`src/rtl/qeciphy_link_pkg.sv`:
```
`default_nettype none
// ============================================================================
// Module   : qeciphy_link_pkg
// Brief    : Shared state encodings and QECIPHY status constants.
// Revision : 1.0 - initial release
// ============================================================================
package qeciphy_link_pkg;

    typedef enum logic [2:0] {
        IDLE      = 3'd0,
        RESET     = 3'd1,
        WAIT_LINK = 3'd2,
        LINK_UP   = 3'd3,
        BACKOFF   = 3'd4,
        FAILED    = 3'd5
    } link_state_e;

    localparam logic [2:0] ST_IDLE      = 3'd0;
    localparam logic [2:0] ST_RESET     = 3'd1;
    localparam logic [2:0] ST_WAIT_LINK = 3'd2;
    localparam logic [2:0] ST_LINK_UP   = 3'd3;
    localparam logic [2:0] ST_BACKOFF   = 3'd4;
    localparam logic [2:0] ST_FAILED    = 3'd5;

    localparam logic [3:0] LINK_READY = 4'h4;
    localparam logic [3:0] ECODE_NONE = 4'h0;

endpackage
`default_nettype wire

```
`src/rtl/qeciphy_link_supervisor_if.sv`:
```
`default_nettype none
// ============================================================================
// Module   : qeciphy_link_supervisor_if
// Brief    : Control/status bundle between board control and the supervisor.
// Revision : 1.0 - initial release
// ============================================================================
interface qeciphy_link_supervisor_if #(
    parameter int RETRY_W = 4
);
    logic               enable;
    logic [3:0]         status;
    logic [3:0]         ecode;
    logic               rx_data_error;
    logic               clear_counters;
    logic               phy_rst_n;
    logic               tx_enable;
    logic               link_up;
    logic               failed;
    logic [RETRY_W-1:0] retry_cnt;
    logic [15:0]        drop_cnt;
    logic [3:0]         last_ecode;
    logic [2:0]         state_o;

    modport master (
        output enable, status, ecode, rx_data_error, clear_counters,
        input  phy_rst_n, tx_enable, link_up, failed,
        input  retry_cnt, drop_cnt, last_ecode, state_o
    );

    modport slave (
        input  enable, status, ecode, rx_data_error, clear_counters,
        output phy_rst_n, tx_enable, link_up, failed,
        output retry_cnt, drop_cnt, last_ecode, state_o
    );
endinterface
`default_nettype wire

```
`src/rtl/qeciphy_cycle_timer.sv`:
```
`default_nettype none
// ============================================================================
// Module   : qeciphy_cycle_timer
// Brief    : Loadable up-counter flagging when the count equals a terminal.
// Revision : 1.0 - initial release
// ============================================================================
module qeciphy_cycle_timer #(
    parameter int WIDTH = 32
) (
    input  wire logic             clk,
    input  wire logic             rst_n,
    input  wire logic             load,
    input  wire logic [WIDTH-1:0] terminal,
    output logic                  done
);
    logic [WIDTH-1:0] count;

    always_ff @(posedge clk or negedge rst_n) begin
        if (!rst_n) begin
            count <= '0;
        end else if (load) begin
            count <= '0;
        end else begin
            count <= count + 1'b1;
        end
    end

    assign done = (count == terminal);
endmodule
`default_nettype wire

```
`src/rtl/qeciphy_link_supervisor.sv`:
```
`default_nettype none
// ============================================================================
// Module   : qeciphy_link_supervisor
// Brief    : QECIPHY bring-up, fault detection and bounded-retry recovery.
// Revision : 1.0 - initial release
// ============================================================================
module qeciphy_link_supervisor
    import qeciphy_link_pkg::*;
#(
    parameter int RST_CYCLES     = 16,
    parameter int LINK_TIMEOUT   = 1048576,
    parameter int STABLE_CYCLES  = 256,
    parameter int BACKOFF_CYCLES = 4096,
    parameter int MAX_RETRIES    = 3,
    parameter int RETRY_W        = 4
) (
    input  wire logic              ACLK,
    input  wire logic              ARSTn,
    qeciphy_link_supervisor_if.slave lnk
);
    localparam int TIMER_W  = 32;
    localparam int STABLE_W = $clog2(STABLE_CYCLES + 1);

    logic [2:0]         state, state_nxt;
    logic [RETRY_W-1:0] retry_cnt;
    logic [15:0]        drop_cnt;
    logic [3:0]         last_ecode;
    logic [STABLE_W-1:0] stable_cnt;
    logic [TIMER_W-1:0] terminal;
    logic good, stable_hit, fault_up, timer_done, timer_load;
    logic retry_path, capture, drop_inc, retry_max;

    assign good       = (lnk.status == LINK_READY) && (lnk.ecode == ECODE_NONE);
    assign stable_hit = good && (stable_cnt == STABLE_W'(STABLE_CYCLES - 1));
    assign fault_up   = (lnk.status != LINK_READY) || (lnk.ecode != ECODE_NONE)
                        || lnk.rx_data_error;
    assign retry_max  = (retry_cnt == RETRY_W'(MAX_RETRIES));
    assign timer_load = (state_nxt != state);

    always_comb begin
        case (state)
            ST_RESET:     terminal = TIMER_W'(RST_CYCLES - 1);
            ST_WAIT_LINK: terminal = TIMER_W'(LINK_TIMEOUT - 1);
            ST_BACKOFF:   terminal = TIMER_W'(BACKOFF_CYCLES - 1);
            default:      terminal = '1;
        endcase
    end

    qeciphy_cycle_timer #(.WIDTH(TIMER_W)) u_timer (
        .clk      (ACLK),
        .rst_n    (ARSTn),
        .load     (timer_load),
        .terminal (terminal),
        .done     (timer_done)
    );

    always_comb begin
        state_nxt  = state;
        retry_path = 1'b0;
        capture    = 1'b0;
        drop_inc   = 1'b0;
        if (!lnk.enable) begin
            state_nxt = ST_IDLE;
        end else begin
            case (state)
                ST_IDLE:  state_nxt = ST_RESET;
                ST_RESET: if (timer_done) state_nxt = ST_WAIT_LINK;
                ST_WAIT_LINK: begin
                    if (lnk.ecode != ECODE_NONE) begin
                        capture    = 1'b1;
                        retry_path = 1'b1;
                    end else if (stable_hit) begin
                        state_nxt = ST_LINK_UP;
                    end else if (timer_done) begin
                        retry_path = 1'b1;
                    end
                end
                ST_LINK_UP: begin
                    if (fault_up) begin
                        retry_path = 1'b1;
                        drop_inc   = 1'b1;
                        capture    = (lnk.ecode != ECODE_NONE);
                    end
                end
                ST_BACKOFF: if (timer_done) state_nxt = ST_RESET;
                ST_FAILED:  state_nxt = ST_FAILED;
                default:    state_nxt = ST_IDLE;
            endcase
            if (retry_path) begin
                state_nxt = retry_max ? ST_FAILED : ST_BACKOFF;
            end
        end
    end

    always_ff @(posedge ACLK or negedge ARSTn) begin
        if (!ARSTn) begin
            state      <= ST_IDLE;
            retry_cnt  <= '0;
            stable_cnt <= '0;
            drop_cnt   <= '0;
            last_ecode <= '0;
        end else begin
            state <= state_nxt;

            if ((state_nxt == ST_IDLE) || (state_nxt == ST_LINK_UP && state != ST_LINK_UP)) begin
                retry_cnt <= '0;
            end else if (retry_path && !retry_max) begin
                retry_cnt <= retry_cnt + 1'b1;
            end

            // Streak only counts while in WAIT_LINK; any other state restarts it.
            if (state != ST_WAIT_LINK) begin
                stable_cnt <= '0;
            end else begin
                stable_cnt <= good ? stable_cnt + 1'b1 : '0;
            end

            if (lnk.clear_counters) begin
                drop_cnt   <= '0;
                last_ecode <= '0;
            end else begin
                if (drop_inc && drop_cnt != 16'hFFFF) drop_cnt <= drop_cnt + 1'b1;
                if (capture) last_ecode <= lnk.ecode;
            end
        end
    end

    assign lnk.phy_rst_n  = (state == ST_WAIT_LINK) || (state == ST_LINK_UP);
    assign lnk.tx_enable  = (state == ST_LINK_UP);
    assign lnk.link_up    = (state == ST_LINK_UP);
    assign lnk.failed     = (state == ST_FAILED);
    assign lnk.retry_cnt  = retry_cnt;
    assign lnk.drop_cnt   = drop_cnt;
    assign lnk.last_ecode = last_ecode;
    assign lnk.state_o    = state;
endmodule
`default_nettype wire

```
`src/flat_wrapper.sv`:
```
// flat-port wrapper written by rule: the top's interface ports become plain ports
module qeciphy_link_supervisor_flat import qeciphy_link_pkg::*;
#(
    parameter int RST_CYCLES     = 16,
    parameter int LINK_TIMEOUT   = 1048576,
    parameter int STABLE_CYCLES  = 256,
    parameter int BACKOFF_CYCLES = 4096,
    parameter int MAX_RETRIES    = 3,
    parameter int RETRY_W        = 4
)
  (ACLK, ARSTn, lnk_enable, lnk_status, lnk_ecode, lnk_rx_data_error, lnk_clear_counters, lnk_phy_rst_n, lnk_tx_enable, lnk_link_up, lnk_failed, lnk_retry_cnt, lnk_drop_cnt, lnk_last_ecode, lnk_state_o);
  qeciphy_link_supervisor_if #(.RETRY_W(RETRY_W)) lnk_i ();
  input  wire logic ACLK;
  input  wire logic ARSTn;
  input wire logic [$bits(lnk_i.enable)-1:0] lnk_enable;
  input wire logic [$bits(lnk_i.status)-1:0] lnk_status;
  input wire logic [$bits(lnk_i.ecode)-1:0] lnk_ecode;
  input wire logic [$bits(lnk_i.rx_data_error)-1:0] lnk_rx_data_error;
  input wire logic [$bits(lnk_i.clear_counters)-1:0] lnk_clear_counters;
  output wire logic [$bits(lnk_i.phy_rst_n)-1:0] lnk_phy_rst_n;
  output wire logic [$bits(lnk_i.tx_enable)-1:0] lnk_tx_enable;
  output wire logic [$bits(lnk_i.link_up)-1:0] lnk_link_up;
  output wire logic [$bits(lnk_i.failed)-1:0] lnk_failed;
  output wire logic [$bits(lnk_i.retry_cnt)-1:0] lnk_retry_cnt;
  output wire logic [$bits(lnk_i.drop_cnt)-1:0] lnk_drop_cnt;
  output wire logic [$bits(lnk_i.last_ecode)-1:0] lnk_last_ecode;
  output wire logic [$bits(lnk_i.state_o)-1:0] lnk_state_o;
  assign lnk_i.enable = lnk_enable;
  assign lnk_i.status = lnk_status;
  assign lnk_i.ecode = lnk_ecode;
  assign lnk_i.rx_data_error = lnk_rx_data_error;
  assign lnk_i.clear_counters = lnk_clear_counters;
  assign lnk_phy_rst_n = lnk_i.phy_rst_n;
  assign lnk_tx_enable = lnk_i.tx_enable;
  assign lnk_link_up = lnk_i.link_up;
  assign lnk_failed = lnk_i.failed;
  assign lnk_retry_cnt = lnk_i.retry_cnt;
  assign lnk_drop_cnt = lnk_i.drop_cnt;
  assign lnk_last_ecode = lnk_i.last_ecode;
  assign lnk_state_o = lnk_i.state_o;
  qeciphy_link_supervisor #(.RST_CYCLES(RST_CYCLES), .LINK_TIMEOUT(LINK_TIMEOUT), .STABLE_CYCLES(STABLE_CYCLES), .BACKOFF_CYCLES(BACKOFF_CYCLES), .MAX_RETRIES(MAX_RETRIES), .RETRY_W(RETRY_W)) u_core (.ACLK(ACLK), .ARSTn(ARSTn), .lnk(lnk_i));
endmodule
```
`config.mk`:
```
export PLATFORM = sky130hd
export DESIGN_NAME = qeciphy_link_supervisor_flat
export DESIGN_NICKNAME = d
export VERILOG_FILES = /design/src/rtl/qeciphy_link_pkg.sv /design/src/rtl/qeciphy_link_supervisor_if.sv /design/src/rtl/qeciphy_cycle_timer.sv /design/src/rtl/qeciphy_link_supervisor.sv /design/src/flat_wrapper.sv
export SDC_FILE = /design/constraint.sdc
export NUM_CORES = 1
export LEC_CHECK = 0
export BUFFER_PORTS_ARGS = -buffer_cell sky130_fd_sc_hd__clkbuf_2
export CAP_MARGIN = 10
export CORE_MARGIN = 1.5
export CORE_UTILIZATION = 50
export CTS_BUF_LIST = sky130_fd_sc_hd__clkbuf_2 sky130_fd_sc_hd__clkbuf_4 sky130_fd_sc_hd__clkbuf_8
export CTS_CLUSTER_SIZE = 16
export DETAILED_ROUTE_END_ITERATION = 8
export PLACE_DENSITY = 0.79
export SETUP_SLACK_MARGIN = 0.5
export SYNTH_ARGS = -nofsm -noshare
export SYNTH_HDL_FRONTEND = slang
export SYNTH_HIERARCHICAL = 1
export SYNTH_SLANG_ARGS = --single-unit
```
`constraint.sdc`:
```
create_clock -name ACLK -period 5.3 [get_ports ACLK]
set_input_delay 0.265 -clock ACLK [delete_from_list [all_inputs] [get_ports ACLK]]
set_output_delay 0.265 -clock ACLK [all_outputs]
set_load 0.02 [all_outputs]
```
After elaboration in Yosys (flattened, before gate mapping)
Index checks and enable logic that the tools add are counted.
{"block": "totals", "regBits": 68, "latchBits": 0, "mem_bits_rw": 0, "romBits": 0, "inputBits": 13, "output_inout_bits": 31, "elab_cells": 73, "n_memories": 0}
{"block": "classes", "add_sub_neg": 4, "mul": 0, "div_mod_pow": 0, "magnitude_cmp": 0, "eq_ne": 15, "shift": 0, "n_mux": 31, "n_bitwise": 0, "n_reduce_logical": 17}
{"operator": "32-bit one-hot mux with 3 select lines", "n": 1}
{"operator": "32-bit by 1-bit adder with 32-bit output (second input constant)", "n": 1}
{"operator": "32-bit equality test", "n": 1}
{"operator": "16-bit 2-to-1 mux", "n": 2}
{"operator": "32-bit 2-to-1 mux", "n": 1}
{"operator": "3-bit 2-to-1 mux", "n": 6}
{"operator": "9-bit 2-to-1 mux", "n": 2}
{"operator": "3-bit one-hot mux with 6 select lines", "n": 1}
{"operator": "16-bit by 1-bit adder with 16-bit output (second input constant)", "n": 1}
{"operator": "4-bit 2-to-1 mux", "n": 4}
{"operator": "16-bit inequality test (second input constant)", "n": 1}
{"operator": "1-bit 2-to-1 mux", "n": 12}
{"operator": "9-bit by 1-bit adder with 9-bit output (second input constant)", "n": 1}
{"operator": "3-bit by 2-bit equality test with 1-bit output (second input constant)", "n": 3}
{"operator": "9-bit by 8-bit equality test with 1-bit output (second input constant)", "n": 1}
{"operator": "3-bit equality test (second input constant)", "n": 2}
{"operator": "3-bit zero test", "n": 2}
{"operator": "3-bit by 2-bit inequality test with 1-bit output (second input constant)", "n": 2}
{"operator": "2-bit nonzero test", "n": 3}
{"operator": "1-bit logical AND", "n": 5}
{"operator": "4-bit by 1-bit adder with 4-bit output (second input constant)", "n": 1}
{"operator": "4-bit by 2-bit equality test with 1-bit output (second input constant)", "n": 1}
{"operator": "4-bit by 3-bit equality test with 1-bit output (second input constant)", "n": 1}
{"operator": "4-bit zero test", "n": 1}
{"operator": "7 further kinds", "n": 11}

Depth between registers and ports, before layout
Gate-level depths: netlist of the first run.
{"block": "logic_depth", "depth_word": 14, "ltp_mapped": 14, "depth_no_buf": 12}

Hierarchy
Netlist of the first run, hierarchy kept.
{"module": "qeciphy_link_supervisor", "n_inst": 1, "cells_each": 219, "area_each_um2": 2085.8, "seq_area_each_um2": 900.9}
{"module": "qeciphy_cycle_timer", "n_inst": 1, "cells_each": 211, "area_each_um2": 1963.1, "seq_area_each_um2": 800.8}

Least setup slack after synthesis of the first run
Ideal clock, no wire load.
{"block": "synth_timing", "kind": "register to register", "start": "reg u_core.state[2], in the netlist u_core/lnk.state_o[2]", "end": "reg u_core.u_timer.count[24]", "setup_ns": 0.078, "arrival_time_ns": 3.792, "required_time_ns": 5.222, "slack_ns": 1.430, "stages_incl_launch_ff": 15, "n_path_buf": 2, "synth_period_minus_slack_ns": 3.870, "path_cell_list": "dfrtp_1 -> clkbuf_1 -> xor2_1 -> a21oi_1 -> xor2_1 -> nor4_1 -> nand4_1 -> nor2_1 -> and4bb_2 -> a211oi_1 -> or2_2 -> o2111ai_1 -> nand4_1 -> clkbuf_1 -> a21oi_1"}
{"block": "synth_via", "elab_chain_cells": 12, "word_cells_on_any_way": 22, "cone_classes": "eq/ne: 7; mux: 14; reduce/logical: 1"}
{"element": "start, declared", "line": "qeciphy_link_supervisor.sv:24", "rtl": "logic [2:0] state, state_nxt;"}
{"element": "start signal, assigned", "line": "qeciphy_link_supervisor.sv:103", "rtl": "state <= state_nxt;"}
{"element": "3-bit equality test, or another cell as far along", "line": "qeciphy_link_supervisor.sv:41", "rtl": "case (state)"}
{"element": "32-bit one-hot mux with 3 select lines *", "line": "qeciphy_link_supervisor.sv:41"}
{"element": "net u_core.terminal[20]", "line": "qeciphy_link_supervisor.sv:29", "rtl": "logic [TIMER_W-1:0] terminal;"}
{"element": "32-bit equality test *", "line": "qeciphy_cycle_timer.sv:28", "rtl": "assign done = (count == terminal);"}
{"element": "net u_core.timer_done", "line": "qeciphy_link_supervisor.sv:30", "rtl": "logic good, stable_hit, fault_up, timer_done, timer_load;"}
{"element": "1-bit 2-to-1 mux", "line": "qeciphy_link_supervisor.sv:74", "rtl": "end else if (timer_done) begin"}
{"element": "1-bit 2-to-1 mux", "line": "qeciphy_link_supervisor.sv:72", "rtl": "end else if (stable_hit) begin"}
{"element": "1-bit 2-to-1 mux", "line": "qeciphy_link_supervisor.sv:69", "rtl": "if (lnk.ecode != ECODE_NONE) begin"}
{"element": "1-bit one-hot mux with 2 select lines", "line": "qeciphy_link_supervisor.sv:65", "rtl": "case (state)"}
{"element": "1-bit 2-to-1 mux", "line": "qeciphy_link_supervisor.sv:62", "rtl": "if (!lnk.enable) begin"}
{"element": "3-bit 2-to-1 mux *", "line": "qeciphy_link_supervisor.sv:89", "rtl": "if (retry_path) begin"}
{"element": "3-bit 2-to-1 mux *", "line": "qeciphy_link_supervisor.sv:62"}
{"element": "3-bit inequality test *", "line": "qeciphy_link_supervisor.sv:38", "rtl": "assign timer_load = (state_nxt != state);"}
{"element": "net u_core.timer_load", "line": "qeciphy_link_supervisor.sv:30"}
{"element": "32-bit 2-to-1 mux *", "line": "qeciphy_cycle_timer.sv:21", "rtl": "end else if (load) begin"}
{"element": "end signal, assigned", "line": "qeciphy_cycle_timer.sv:24", "rtl": "count <= count + 1'b1;"}
{"element": "end, declared", "line": "qeciphy_cycle_timer.sv:16", "rtl": "logic [WIDTH-1:0] count;"}
The timed path passes the listed nets; every way through them passes the cells marked *. The select of a mux whose other input is x is not followed.
A chain may end at the register's enable or synchronous reset.

Final worst setup path of the first run
{"block": "layout_timing", "start": "reg u_core.state[0], in the netlist u_core/lnk.state_o[0]", "end": "reg u_core.u_timer.count[24]"}
Same word-level chain as after synthesis.

==> metrics.md, run 1 <==
| Metric | Value |
|---|---|
| Gr usage total | between 20% and 30% |
| Routed Antenna Nets | 0 |
| Post_cts resized | 0 |
| Drt wl/cell | 15.0 um |
| RSZ-0062 raised after global routing | false |
| Die height | 93.0 um |
| DPL Wire Length | 6150 um |
| Largest family of logic cells by synthesized area | simple AND/OR/NAND/NOR gates |
| Core Region | 7770 um2 |
| Multi-input gate area | 2240 um2 |
| Final-report hold violation count | 0 |
| Worst skew pair latency | 0.35 ns |
| FILL cells | 698 |
| CP cell instances | inv_1 -> or3_2 -> xor2_1 -> nor4_1 -> nand4_1 -> nor2_1 -> nor3b_1 -> a211oi_1 -> o21ai_0 -> o211ai_1 -> nand4_1 -> buf_4 -> a21oi_1 |
| Via density | 5.92 |
| Top_reg_cell synth | dfrtp_1 |
| Compound-cell area share of the yosys netlist | 11.1% |
| Final setup vio count | 0 |
| Post-synthesis simple-gate area fraction | 27.4% |
| Share of layout cells above drive strength 1 | roughly 16% |
| Die Wd | between 90 and 100 um |
| Worst slew pin tran | 0.851 ns |
| Async S/R FF share, synth | 100% |
| Nets | around 490 |
| Critical path class | flip-flop to flip-flop |
| Initial cell density of the core | 52.1% |
| CTS Buf Count | 9 |
| PwrDens | 227 nW/um2 |
| CP Buf/Inv Count | 2 |
| Final period util | 71.5% |
| Area of the mapped netlist | 4050 um2 |
| Critical Path AT | between 4 and 5 ns |
| Ys Warns | 6 |
| Most common library cells after synthesis | 68 x dfrtp_1, 47 x nor2_1, 45 x xor2_1 |
| Clock sinks | 68 |
| Num ports | 44 |
| CP required | 5.57 ns |
| IO buf count | 43 |
| Cell mode on critical path | nand4_1 |
| XOR/XNOR Fraction of Synth Area | 14.7% |
| H-tree depth | 3 |
| Antenna violations before repair | 0 |
| Worst setup SP type | flip-flop |
| Post-CTS Hold Buffers | 0 |
| Post-Synth Adder-Cell Area | 1.55% |
| Area growth syn-to-layout | 12.8% |
| Setup Skew | 0.00892 ns |
| Drt pass-1 iters | 5 |
| CP peak stage delay | 0.62 ns |
| DRC viols | 0 |
| Setup TNS Final | 0 ns |
| Die Area | 8650 um2 |
| Rel. slew slack | 43.3% |
| Grt ovf | 0 |
| Number of global-route vias before repair | 3,226 |
| Top cell type by total area after synthesis | dfrtp_1 |
| Placed cell area | around 4400 um2 |
| Hold crit path type | input port to asynchronous set/reset pin |
| Leakage | 1.95 nW |
| Final Power | 1.04 mW |
| Most frequent cell after synthesis | dfrtp_1 |
| Fin crit period | around 3.8 ns |
| First-pass GRT wire length | 15,200 um |
| Max_cap viols | 0 |
| Register area share after synthesis | 42.0% |
| Worst path slowest cell | dfrtp_1 |
| Status | completed |
| 1st-iter DRT viols | ~280 |
| Root Driver | clkbuf_8 |
| DP Worst Slack | 1.59 ns |
| Largest fanout on the critical path | 32 |
| Top delay family on crit path | simple AND/OR/NAND/NOR gates |
| Total wire length | 8740 um |
| Row Count | 32 |
| Area fraction of the dominant cell type after synthesis | 42.0% |
| Synth area leaders | dfrtp_1 42%, xor2_1 9.7%, xnor2_1 5.0% |
| Mux cell area share after synthesis | 0.247% |
| Largest net degree at the start of global routing | 69 |
| CTS tree | yes |
| Yosys reg bits | 68 |
| Mapped Cells | 430 |
| Via count | 3,448 |
| Clock transition at path regs | 0.08 ns |
| Setup WS post-layout | 1.51 ns |
| Mean Syn Cell Area | 9.42 um2 |
| Max Root-Sink Buffers | 2 |
| Reg area | 1700 um2 |
| Synth cell types | 57 |
| Slew Limit Fails | 0 |
| GP Congestion | ~0.89 |
| Number of synthesized flops with an enable pin | 0 |
| VDD IR max | 0.000135 V |
| Final non-filler cell area | 4570 um2 |
| # Post-CTS Setup Buffers | 0 |
| Worst setup EP type | flip-flop |
| Achievable Freq | 0.264 GHz |
| Antenna cells | 0 |
## layout make-up
class	count	area share (%)
Multi-Input combinational cell	337	49.1
Inverter	12	0.986
Tap cell	102	2.79
Clock inverter	7	1.81
Sequential cell	68	37.3
Clock buffer	9	2.71
Timing Repair Buffer	47	5.37
## logic make-up (layout without fill, tap and decap cells)
| group | count (synthesis) | count (layout) |
|---|---|---|
| AOI/OAI and AO/OA | 68 | 68 |
| xor gates and xnor gates | 68 | 68 |
| adders and majority gates | 5 | 5 |
| buffers and inverters | 28 | 75 |
| DFF | 68 | 68 |
| muxes | 1 | 1 |
| other | 1 | 4 |
| and+or+nand+nor | 191 | 191 |
## where the power goes
part	internal (mW)	switching, mW	total, mW	leakage, nW
registers	0.523	0.00864	0.531	0.945
clock network	0.224	0.220	0.444	0.105
logic	0.0196	0.0425	0.0621	0.900
total	0.767	0.271	1.04	1.95
## flip-flops by register name (all words and copies together) (netlist names)
register               flops
u_core/lnk.state_o         3
u_core/lnk.drop_cnt       16
u_core/u_timer/count      32
u_core/lnk.last_ecode      4
u_core/lnk.retry_cnt       4
u_core/stable_cnt          9
## worst reg2reg max path, delay by kind of cell (launching register included)
kind | cells | cell delay (ns)
buffers and inverters | 2 | 0.38
AO/OA/AOI/OAI | 4 | 0.99
AND/OR/NAND/NOR | 6 | 1.55
flip-flops | 1 | 0.62
XOR/XNOR | 1 | 0.19
## through the flow
stage	hold WS [ns]	util, %	std cells
floorplan	-0.0306	-	433
global placement	0.466	56.2	566
detailed placement	0.470	56.2	566
CTS	0.139	58.8	582
global route	0.184	58.8	582
finish	0.102	58.8	582
## placed cells by master, fill, tap and decap left out, types with 5 or more instances in the layout
cell      netlist  final
a21oi_1        22     22
and3_1          5      5
and4_1          9      9
clkbuf_2        0     42
clkbuf_8        0      9
dfrtp_1        68     68
ha_1            5      5
inv_1          11     11
nand2_1        23     23
nand3_1        17     17
nand4_1        18     18
nor2_1         47     47
nor3_1          9      9
nor4_1         16     16
o21ai_0        16     16
o31ai_1         7      7
or3_1          12     12
or4_1           8      8
xnor2_1        23     23
xor2_1         45     45
## worst paths after layout
kind | slack (ns) | start | depth (start not counted) | endpoint
min reg2reg | 0.48 | u_core/stable_cnt[0] | 1 | u_core/stable_cnt[0]
min in group ACLK | 0.17 | lnk_ecode[1] | 3 | u_core/lnk.last_ecode[1]
max | 1.51 | u_core/lnk.state_o[0] | 13 | u_core/u_timer/count[24]
max in group asynchronous | 4.64 | ARSTn | 2 | u_core/u_timer/count[9]
max reg2reg | 1.51 | u_core/lnk.state_o[0] | 13 | u_core/u_timer/count[24]
min | 0.10 | ARSTn | 2 | u_core/u_timer/count[27]
## layer usage
| layer | global-route usage (%) | vias to the layer above | routed length [um] | share of wire (%) |
|---|---|---|---|---|
| met5 | 0 | - | 0 | 0 |
| met4 | 7.95 | 0 | 116 | 1.3 |
| met3 | 3.09 | 12 | 415 | 4.7 |
| met2 | 35.6 | 111 | 4350 | 50 |
| met1 | 29.5 | 1668 | 3860 | 44 |
| li1 | - | 1657 | - | - |
Power figures use the tool's default switching activity.
==> run 2: changes to the inputs <==
==> constraint.sdc (replaced) <==
create_clock -name ACLK -period 3.6 [get_ports ACLK]
set_input_delay 0.18 -clock ACLK [delete_from_list [all_inputs] [get_ports ACLK]]
set_output_delay 0.18 -clock ACLK [all_outputs]
set_load 0.02 [all_outputs]
==> run 2 against run 1 <==
- register-to-register slack got worse by 1.3 ns
- combinational power rose by 110%
- die area did not move
- cell area rose by 9.3%
==> metrics.md, run 2 (synthesis gave the netlist of run 1 again) <==
| Metric | Value |
|---|---|
| Status | completed |
| Antenna violations before repair | 0 |
| Worst slew pin tran | 0.766 ns |
| Final-report hold violation count | 0 |
| Top Registers | u_core/u_timer/count (32), u_core/lnk.drop_cnt (16), u_core/stable_cnt (9) |
| Total wire length | 10,700 um |
| Largest net degree at the start of global routing | 36 |
| Hold crit path type | input port to flip-flop |
| Clock transition at path regs | ~0.080 ns |
| GP Congestion | slightly above 0.9 |
| Critical path class | flip-flop to flip-flop |
| Leakage | 2.09 nW |
| Die Area | 8650 um2 |
| Max_cap viols | 0 |
| Switching Share | 23.7% |
| Gate power share | 7.9% |
| First-pass GRT wire length | 16,400 um |
| Root Driver | clkbuf_8 |
| Drt wl/cell | 17.9 um |
| Largest fanout on the critical path | 16 |
| DP Worst Slack | 0.0861 ns |
| Max reg flops | 32 |
| Row Count | 32 |
| Worst setup EP type | flip-flop |
| Drt pass-1 iters | 5 |
| Commonest cells after routing, fill and taps aside | 65 x dfrtp_1, 44 x xor2_1, 42 x clkbuf_2 |
| DRC viols | 0 |
| Clock sinks | 68 |
| Setup Skew | around 0.010 ns |
| Antenna cells | 0 |
| Worst skew pair latency | 0.35 ns |
| Slew Limit Fails | 0 |
| Fin crit period | between 3 and 4 ns |
| PwrDens | 338 nW/um2 |
| Via count | 3,707 |
| Largest Register | u_core/u_timer/count |
| Finished Core Util | between 60 and 70% |
| Max Root-Sink Buffers | 2 |
| Setup TNS Final | 0 ns |
| CP required | around 3.9 ns |
| Die height | 93.0 um |
| Die Wd | 93.0 um |
| Nets | 509 |
| Routed Antenna Nets | 0 |
| Number of global-route vias before repair | between 3,000 and 4,000 |
| Worst setup SP type | flip-flop |
| Pint | 1.29 mW |
| Via density | 6.20 |
| Gr usage total | between 20% and 30% |
| Grt ovf | 0 |
| VDD IR max | 0.000344 V |
| Commonest non-fill, non-tap cell in the layout | dfrtp_1 |
| Multi-input gate area | 2420 um2 |
| Final setup vio count | 0 |
| RSZ-0062 raised after global routing | true |
| Rel. slew slack | 48.9% |
| FILL cells | 614 |
| Sequential power share | 46.3% |
| CTS tree | yes |
| DPL Wire Length | 6400 um |
| Final Power | 1.69 mW |
| Switch Pwr | 400 uW |
| Setup WS post-layout | 0.209 ns |
| Area growth syn-to-layout | 23.4% |
| IO buf count | 43 |
| Share of layout cells above drive strength 1 | between 20% and 30% |
| Core Region | roughly 7800 um2 |
| Num ports | 44 |
| CTS Buf Count | 9 |
| H-tree depth | 3 |
| Initial cell density of the core | 52.1% |
| 1st-iter DRT viols | about 270 |
| Clock power share | 45.8% |
| Reg area | between 1500 and 2000 um2 |
| Critical Path AT | 3.66 ns |
| Final period util | 94.2% |
| Achievable Freq | 0.295 GHz |
## run 2: per-stage QoR
| step | cells | hold WS (ns) | cell area (um2) |
|---|---|---|---|
| floorplan | 433 | -0.116 | 4160 |
| global placement | 565 | 0.289 | 4400 |
| detailed placement | 565 | 0.298 | 4400 |
| CTS | 590 | 0.0746 | 4770 |
| global route | 598 | 0.0993 | 4990 |
| finish | 598 | 0.0978 | 4990 |
## run 2: repair_timing
action | in CTS | in global routing
pin swaps | 3 | 13
endpoints found under the setup margin | 36 | 36
hold buffers | 1 | 0
gates resized for setup | 9 | 33
cloned | 0 | 3
buffers inserted | 8 | 5
endpoints found under the hold margin | 33 | 0
## run 2: layout make-up
type | count | area share [%]
Inverter | 12 | 0.902
Timing Repair Buffer | 63 | 8.97
Clock buffer | 10 | 2.63
Multi-Input combinational cell | 337 | 48.5
Clock inverter | 6 | 2.25
Tap cell | 102 | 2.56
Sequential cell | 68 | 34.1
## run 2: worst paths after layout
| check | start | end | slack (ns) | depth (start not counted) |
|---|---|---|---|---|
| max | u_core/lnk.state_o[2] | u_core/u_timer/count[0] | 0.21 | 13 |
| min reg2reg | u_core/stable_cnt[0] | u_core/stable_cnt[0] | 0.50 | 1 |
| min in group asynchronous | ARSTn | u_core/u_timer/count[18] | 0.44 | 2 |
| max reg2reg | u_core/lnk.state_o[2] | u_core/u_timer/count[0] | 0.21 | 13 |
| max in group asynchronous | ARSTn | u_core/lnk.state_o[0] | 2.19 | 3 |
| min | lnk_ecode[1] | u_core/lnk.last_ecode[1] | 0.1 | 3 |
## run 2: worst max-delay path, stage by stage (launching register included)
cell      delay (ns)
dfrtp_2         0.50
or3_4           0.48
xor2_1          0.17
nor4_1          0.34
nand4_1         0.22
nor2_4          0.19
nor3b_1         0.08
a211oi_2        0.30
o21ai_1         0.12
o211ai_1        0.25
nand4_1         0.18
buf_6           0.18
buf_12          0.16
nor2_2          0.13
## run 2: per-layer routing
layer  track usage (%)  part of all wire (%)  up-vias
met5                 0                     0        -
met2              37.5                    49      163
met1              32.3                    42     1832
met4              9.22                   2.6        0
met3              4.88                   6.5       29
li1                  -                     -     1683
## run 2: power by group through the flow
stage	clock (mW)	combinational, mW	sequential (mW)
after global placement	0	0.0923	0.798
after global routing	0.814	0.146	0.783
after detailed placement	0	0.0931	0.799
final	0.775	0.133	0.782
after floorplan	0	0.0612	0.795
after CTS	0.778	0.106	0.783
